`src/rtl/serial_disp_tx_if.sv`:
```
// serial_disp_tx_if
//   Bundles the request side (start/data/busy/done) and the serial pins
//   (sclk/sdat/latch) of the shift-register-chain transmitter.
//   master : display/GPIO logic that requests transfers and watches the pins
//   slave  : the transmitter itself
//   Ports (all carried as interface signals):
//     start  request a transfer
//     data   DATA_BITS-wide pattern
//     busy   transfer in flight
//     done   one-cycle completion pulse
//     sclk   serial clock to the chain
//     sdat   serial data to the chain
//     latch  storage-register strobe to the chain
interface serial_disp_tx_if #(
    parameter int DATA_BITS = 64
);
    logic                 start;
    logic [DATA_BITS-1:0] data;
    logic                 busy;
    logic                 done;
    logic                 sclk;
    logic                 sdat;
    logic                 latch;

    modport master (
        output start, data,
        input  busy, done, sclk, sdat, latch
    );

    modport slave (
        input  start, data,
        output busy, done, sclk, sdat, latch
    );
endinterface

```
`src/rtl/serial_disp_tx.sv`:
```
// serial_disp_tx
//   Parallel-to-serial transmitter for the external 74HC595-style chain that
//   drives the LEDs and seven-segment digits. A pattern is captured on an
//   accepted start, shifted out on sdat/sclk, then a latch strobe makes the
//   chain update all of its outputs at once.
//   Parameters:
//     DATA_BITS  bits per transfer (>=2)
//     DIV        clk cycles per sclk half-period (>=1)
//     MSB_FIRST  1: data[DATA_BITS-1] goes out first, 0: data[0] first
//   Ports:
//     clk   system clock, rising edge
//     rst   asynchronous reset, active-high
//     bus   serial_disp_tx_if.slave (start/data in; busy/done/sclk/sdat/latch out)
//   Every output comes straight from a flop: nothing combinational reaches the pins.
module serial_disp_tx #(
    parameter int DATA_BITS = 64,
    parameter int DIV       = 2,
    parameter bit MSB_FIRST = 1'b1
) (
    input logic              clk,
    input logic              rst,
    serial_disp_tx_if.slave  bus
);
    localparam int CNT_W = $clog2(DATA_BITS + 1);
    localparam int DIV_W = (DIV > 1) ? $clog2(DIV) : 1;
    localparam logic [CNT_W-1:0] CNT_LOAD = CNT_W'(DATA_BITS);
    localparam logic [CNT_W-1:0] CNT_LAST = CNT_W'(1);
    localparam logic [DIV_W-1:0] DIV_LAST = DIV_W'(DIV - 1);

    typedef enum logic [1:0] {
        ST_IDLE,
        ST_SHIFT,
        ST_LATCH,
        ST_DONE
    } state_t;

    state_t               state_q, state_d;
    logic [DATA_BITS-1:0] shreg_q, shreg_d;
    logic [CNT_W-1:0]     cnt_q, cnt_d;
    logic [DIV_W-1:0]     div_q, div_d;
    logic                 sclk_q, sclk_d;
    logic                 sdat_q, sdat_d;
    logic                 latch_q, latch_d;
    logic                 busy_q, busy_d;
    logic                 done_q, done_d;

    // Bit ordering is fixed at elaboration, so these reduce to plain wiring.
    logic                 first_bit;
    logic                 next_bit;
    logic [DATA_BITS-1:0] shreg_adv;

    always_comb begin
        if (MSB_FIRST) begin
            first_bit = bus.data[DATA_BITS-1];
            next_bit  = shreg_q[DATA_BITS-2];
            shreg_adv = {shreg_q[DATA_BITS-2:0], 1'b0};
        end else begin
            first_bit = bus.data[0];
            next_bit  = shreg_q[1];
            shreg_adv = {1'b0, shreg_q[DATA_BITS-1:1]};
        end
    end

    // NOTE: every signal driven here gets a default first, so no path can leave
    // one unassigned and infer a latch.
    always_comb begin
        state_d = state_q;
        shreg_d = shreg_q;
        cnt_d   = cnt_q;
        div_d   = div_q;
        sclk_d  = sclk_q;
        sdat_d  = sdat_q;
        latch_d = latch_q;
        busy_d  = busy_q;
        done_d  = 1'b0;

        case (state_q)
            ST_IDLE: begin
                busy_d = 1'b0;
                if (bus.start) begin
                    shreg_d = bus.data;
                    cnt_d   = CNT_LOAD;
                    div_d   = '0;
                    sclk_d  = 1'b0;
                    sdat_d  = first_bit;
                    busy_d  = 1'b1;
                    state_d = ST_SHIFT;
                end
            end

            ST_SHIFT: begin
                if (div_q == DIV_LAST) begin
                    div_d = '0;
                    if (!sclk_q) begin
                        sclk_d = 1'b1;
                    end else begin
                        // End of the high phase: sdat only moves together with
                        // the falling sclk, so it is settled at every rising edge.
                        sclk_d = 1'b0;
                        if (cnt_q == CNT_LAST) begin
                            cnt_d   = '0;
                            sdat_d  = 1'b0;
                            latch_d = 1'b1;
                            state_d = ST_LATCH;
                        end else begin
                            shreg_d = shreg_adv;
                            sdat_d  = next_bit;
                            cnt_d   = cnt_q - 1'b1;
                        end
                    end
                end else begin
                    div_d = div_q + 1'b1;
                end
            end

            ST_LATCH: begin
                if (div_q == DIV_LAST) begin
                    div_d   = '0;
                    latch_d = 1'b0;
                    done_d  = 1'b1;
                    state_d = ST_DONE;
                end else begin
                    div_d = div_q + 1'b1;
                end
            end

            ST_DONE: begin
                busy_d  = 1'b0;
                state_d = ST_IDLE;
            end

            default: begin
                state_d = ST_IDLE;
                busy_d  = 1'b0;
                sclk_d  = 1'b0;
                sdat_d  = 1'b0;
                latch_d = 1'b0;
            end
        endcase
    end

    // NOTE: state is updated with non-blocking assignments so every flop samples
    // the pre-edge values regardless of statement order.
    // The shift register is cleared on reset too: it is a handful of flops, not
    // a memory, and a clean value keeps the idle pins deterministic.
    always_ff @(posedge clk or posedge rst) begin
        if (rst) begin
            state_q <= ST_IDLE;
            shreg_q <= '0;
            cnt_q   <= '0;
            div_q   <= '0;
            sclk_q  <= 1'b0;
            sdat_q  <= 1'b0;
            latch_q <= 1'b0;
            busy_q  <= 1'b0;
            done_q  <= 1'b0;
        end else begin
            state_q <= state_d;
            shreg_q <= shreg_d;
            cnt_q   <= cnt_d;
            div_q   <= div_d;
            sclk_q  <= sclk_d;
            sdat_q  <= sdat_d;
            latch_q <= latch_d;
            busy_q  <= busy_d;
            done_q  <= done_d;
        end
    end

    assign bus.busy  = busy_q;
    assign bus.done  = done_q;
    assign bus.sclk  = sclk_q;
    assign bus.sdat  = sdat_q;
    assign bus.latch = latch_q;
endmodule

```
`src/flat_wrapper.sv`:
```
// flat-port wrapper written by rule: the top's interface ports become plain ports
module serial_disp_tx_flat 
#(
    parameter int DATA_BITS = 64,
    parameter int DIV       = 2,
    parameter bit MSB_FIRST = 1'b1
)
  (clk, rst, bus_start, bus_data, bus_busy, bus_done, bus_sclk, bus_sdat, bus_latch);
  serial_disp_tx_if #(.DATA_BITS(DATA_BITS)) bus_i ();
  input logic clk;
  input logic rst;
  input wire logic [$bits(bus_i.start)-1:0] bus_start;
  input wire logic [$bits(bus_i.data)-1:0] bus_data;
  output wire logic [$bits(bus_i.busy)-1:0] bus_busy;
  output wire logic [$bits(bus_i.done)-1:0] bus_done;
  output wire logic [$bits(bus_i.sclk)-1:0] bus_sclk;
  output wire logic [$bits(bus_i.sdat)-1:0] bus_sdat;
  output wire logic [$bits(bus_i.latch)-1:0] bus_latch;
  assign bus_i.start = bus_start;
  assign bus_i.data = bus_data;
  assign bus_busy = bus_i.busy;
  assign bus_done = bus_i.done;
  assign bus_sclk = bus_i.sclk;
  assign bus_sdat = bus_i.sdat;
  assign bus_latch = bus_i.latch;
  serial_disp_tx #(.DATA_BITS(DATA_BITS), .DIV(DIV), .MSB_FIRST(MSB_FIRST)) u_core (.clk(clk), .rst(rst), .bus(bus_i));
endmodule
```
`config.mk`:
```
export PLATFORM = sky130hd
export DESIGN_NAME = serial_disp_tx_flat
export DESIGN_NICKNAME = d
export VERILOG_FILES = /design/src/rtl/serial_disp_tx_if.sv /design/src/rtl/serial_disp_tx.sv /design/src/flat_wrapper.sv
export SDC_FILE = /design/constraint.sdc
export NUM_CORES = 1
export LEC_CHECK = 0
export CORE_MARGIN = 5
export CORE_UTILIZATION = 54
export CTS_CLUSTER_SIZE = 40
export DETAILED_ROUTE_END_ITERATION = 6
export PLACE_DENSITY = 0.83
export SYNTH_ARGS = -nofsm -noshare
export SYNTH_HDL_FRONTEND = slang
export SYNTH_SLANG_ARGS = --single-unit
```
`constraint.sdc`:
```
create_clock -name clk -period 2.71 [get_ports clk]
set_input_delay 0.542 -clock clk [delete_from_list [all_inputs] [get_ports clk]]
set_output_delay 0.542 -clock clk [all_outputs]
set_load 0.1 [all_outputs]
```
==> results_dict.tcl <==
set metrics [dict create \
    cellPowerDensity_nw_per_um2 1280 \
    slew_viol_final 0 \
    numCtsBuffers 9 \
    timing.final.hold_violations 0 \
    final-setup-viol-count 0 \
    slowest_delay_ns 0.72 \
    clock_latency_ns 0.35 \
    viasPerCell 6.07 \
    finalCritPeriodShare_pct 87.8 \
    finalNetCount 557 \
    synth_compound_area_share_pct 18.4 \
    fmax_mhz 420 \
    rows 33 \
    ys_top_cells_by_count "dfrtp_1 (78), mux2_2 (38), nand2_1 (35)" \
    wl_met2_mm 5.39 \
    grt_max_degree 79 \
    ir_drop_mv 0.571 \
    yosysUniqueCellTypes 41 \
    clockBufferDepth 2 \
    outcome "completed" \
    cts-root-buf "clkbuf_8" \
    leakage_nw 2.31 \
    dieArea_sq_um 10300 \
    antenna_found_initial 0 \
    core-area_sq_um 8220 \
    post_cts_resized 0 \
    grt_pass1_wl_mm 17.5 \
    grt_pass1_vias 3601 \
    yosysMostFrequentCell "dfrtp_1" \
    holdCritPathClass "reg -> reg" \
    tightest_slew_ns 0.917 \
    drt_iter0_markers 199 \
    htree_levels 3 \
    io_buffers 71 \
    start_util_pct 55.2 \
    top_layer "met4" \
    synth.area.top_cells "dfrtp_1 (43%), mux2_4 (9.6%), mux2_2 (9.4%), a2bb2oi_1 (5.0%), o211ai_1 (4.8%)" \
    synthXorXnorAreaFrac_pct 0 \
    final_cells 594 \
    crit_chain "inv_1, ha_1, nor2b_1, a21o_1, a2bb2oi_1, o211ai_1" \
    cap_violations 0 \
    drt-total-wl_mm 10.6 \
    crit_slowest_cell "a21o_1" \
    slew_headroom_pct 38.9 \
    post-dp-hpwl_mm 6.84 \
    worstPathMaxFanout 26 \
    post_cts_buffers 0 \
    die_h_microns 102 \
    dr_wl_met3_microns 418 \
    area_delta_synth_final_pct 21.9 \
    fin_worst_skew_ns 0.0113 \
    die_x_microns 102 \
    io_pins 72 \
    dp_cells 578 \
    synth_top_cell_by_area "dfrtp_1" \
    syn_nets 502 \
    yosysSeqAreaShare_pct 43.0 \
    critPathRequiredTime_ns 2.97 \
    synth_top_cell_area_share_pct 43.0 \
    syn_area_sq_um 4540 \
    start_kind "register" \
    grt_overflow 0 \
    wl_per_cell_microns 17.8 \
    crit_start "u_core.state_q[0]" \
    ant_nets 0 \
    path_class "reg -> reg" \
    yosys_warnings 0 \
    muxShareOfSynthArea_pct 19.2 \
    cts.sinks 78 \
    worstSetupEndpointType "register" \
    finalCriticalPeriod_ns 2.38 \
    reg2reg_from "u_core.state_q[0]" \
    firstDrtPassIters 6 \
    async_flop_share_pct 100 \
    track_usage_pct 21.0 \
    vias 3604 \
    drive_gt1_share_pct 21.3 \
    synth_edf_count 0 \
    antennaDiodeCount 0 \
    holdCritStartpoint "u_core.shreg_q[50]" \
    synthAdderAreaFrac_pct 1.65 \
    synth_top_family_by_area "multiplexers" \
    fin_ws_ns 0.331 \
    postCtsHoldBufs 0 \
    synth-simple-area-share_pct 12.6 \
    drc_errors 0 \
    synthFlopType "dfrtp_1" \
    fillers 617 \
    m1WireLength_mm 4.60 \
    tns_ns 0 \
    clk_pin_slew_ns 0.09 \
    syn-mean-instance-area_sq_um 10.6 \
    place.gp.congestion 0.873 \
    crit_arrival_ns 2.64 \
    cts_tree "built" \
    synth.ff_latch_count 78 \
    syn_inst 429 \
    rsz0062_at_grt "no" \
    pre_cts_slack_ns 0.323 \
]
-- placed cells by master (no fill, tap or decap), types with 3 or more instances in the layout --
master	n
dfrtp_1	78
clkdlybuf4s50_1	66
mux2_2	38
nand2_1	35
mux2_4	29
nand4_1	29
o211ai_1	29
a2bb2oi_1	26
a21oi_1	22
nor2b_1	19
o21ai_0	15
buf_4	14
inv_1	10
clkbuf_8	10
nor2_1	8
a22oi_1	7
ha_1	5
nand3_1	4
a32o_1	4
o31ai_1	3
a31oi_1	3
-- worst paths after layout --
path	to	slack, ns	cells past startpoint
min in group asynchronous	u_core.shreg_q[36]	0.60	3
max reg2reg	u_core.shreg_q[9]	0.33	6
min	u_core.shreg_q[50]	0.51	1
max	u_core.shreg_q[9]	0.33	6
min reg2reg	u_core.shreg_q[50]	0.51	1
max in group asynchronous	u_core.shreg_q[18]	1.78	3
-- logic make-up after synthesis --
family | Yosys count
flip-flops | 78
buffers and inverters | 50
AO/OA/AOI/OAI | 118
AND/OR/NAND/NOR | 109
adder cells (fa/ha/maj) | 6
multiplexers | 68
-- layer usage --
layer	track usage (%)	vias to the layer above
met5	0	-
met4	7.06	0
met3	3.31	17
met2	34.1	101
met1	28.8	1778
li1	-	1708
-- worst max-delay path: cells and delay by family, from the launching register on --
family / cells / cell delay [ns]
compound gates: 3 / 1.03
buf+inv: 1 / 0.13
simple gates: 1 / 0.27
fa+ha+maj: 1 / 0.44
flops: 1 / 0.43
-- stage by stage --
| stage | power (mW) | area, sq um | hold WS [ns] | util, % |
|---|---|---|---|---|
| floorplan | 5.32 | 4540 | 0.466 | - |
| global placement | 5.89 | 5310 | 0.472 | 64.6 |
| detailed placement | 6.08 | 5310 | 0.487 | 64.6 |
| CTS | 7.09 | 5530 | 0.513 | 67.4 |
| global route | 7.53 | 5530 | 0.528 | 67.4 |
| finish | 7.09 | 5530 | 0.511 | 67.4 |
-- state kept, by name, indices dropped and copies added, names as in the netlist --
signal / flops
u_core.shreg_q: 63
u_core.bus.sdat: 1
u_core.bus.latch: 1
u_core.bus.sclk: 1
u_core.state_q: 2
u_core.div_q: 1
u_core.bus.done: 1
u_core.cnt_q: 7
u_core.bus.busy: 1
-- layout make-up --
cell class                      instances  area, sq um  share of cell area (%)
Sequential cell                        78         1950                    35.3
Clock inverter                          5         81.3                    1.47
Inverter                               12         45.0                   0.814
Timing Repair Buffer                   82          806                    14.6
Clock buffer                           11          141                    2.55
Tap cell                              105          131                    2.37
Multi-Input combinational cell        301         2380                    43.0
-- power breakdown --
| part | internal, mW | switching, mW | leakage [nW] | total [mW] |
|---|---|---|---|---|
| clock | 0.547 | 0.441 | 0.110 | 0.988 |
| sequential | 1.75 | 0.442 | 0.960 | 2.19 |
| combinational | 1.96 | 1.95 | 1.24 | 3.91 |
Note: power is estimated with default switching activity, not from simulation.
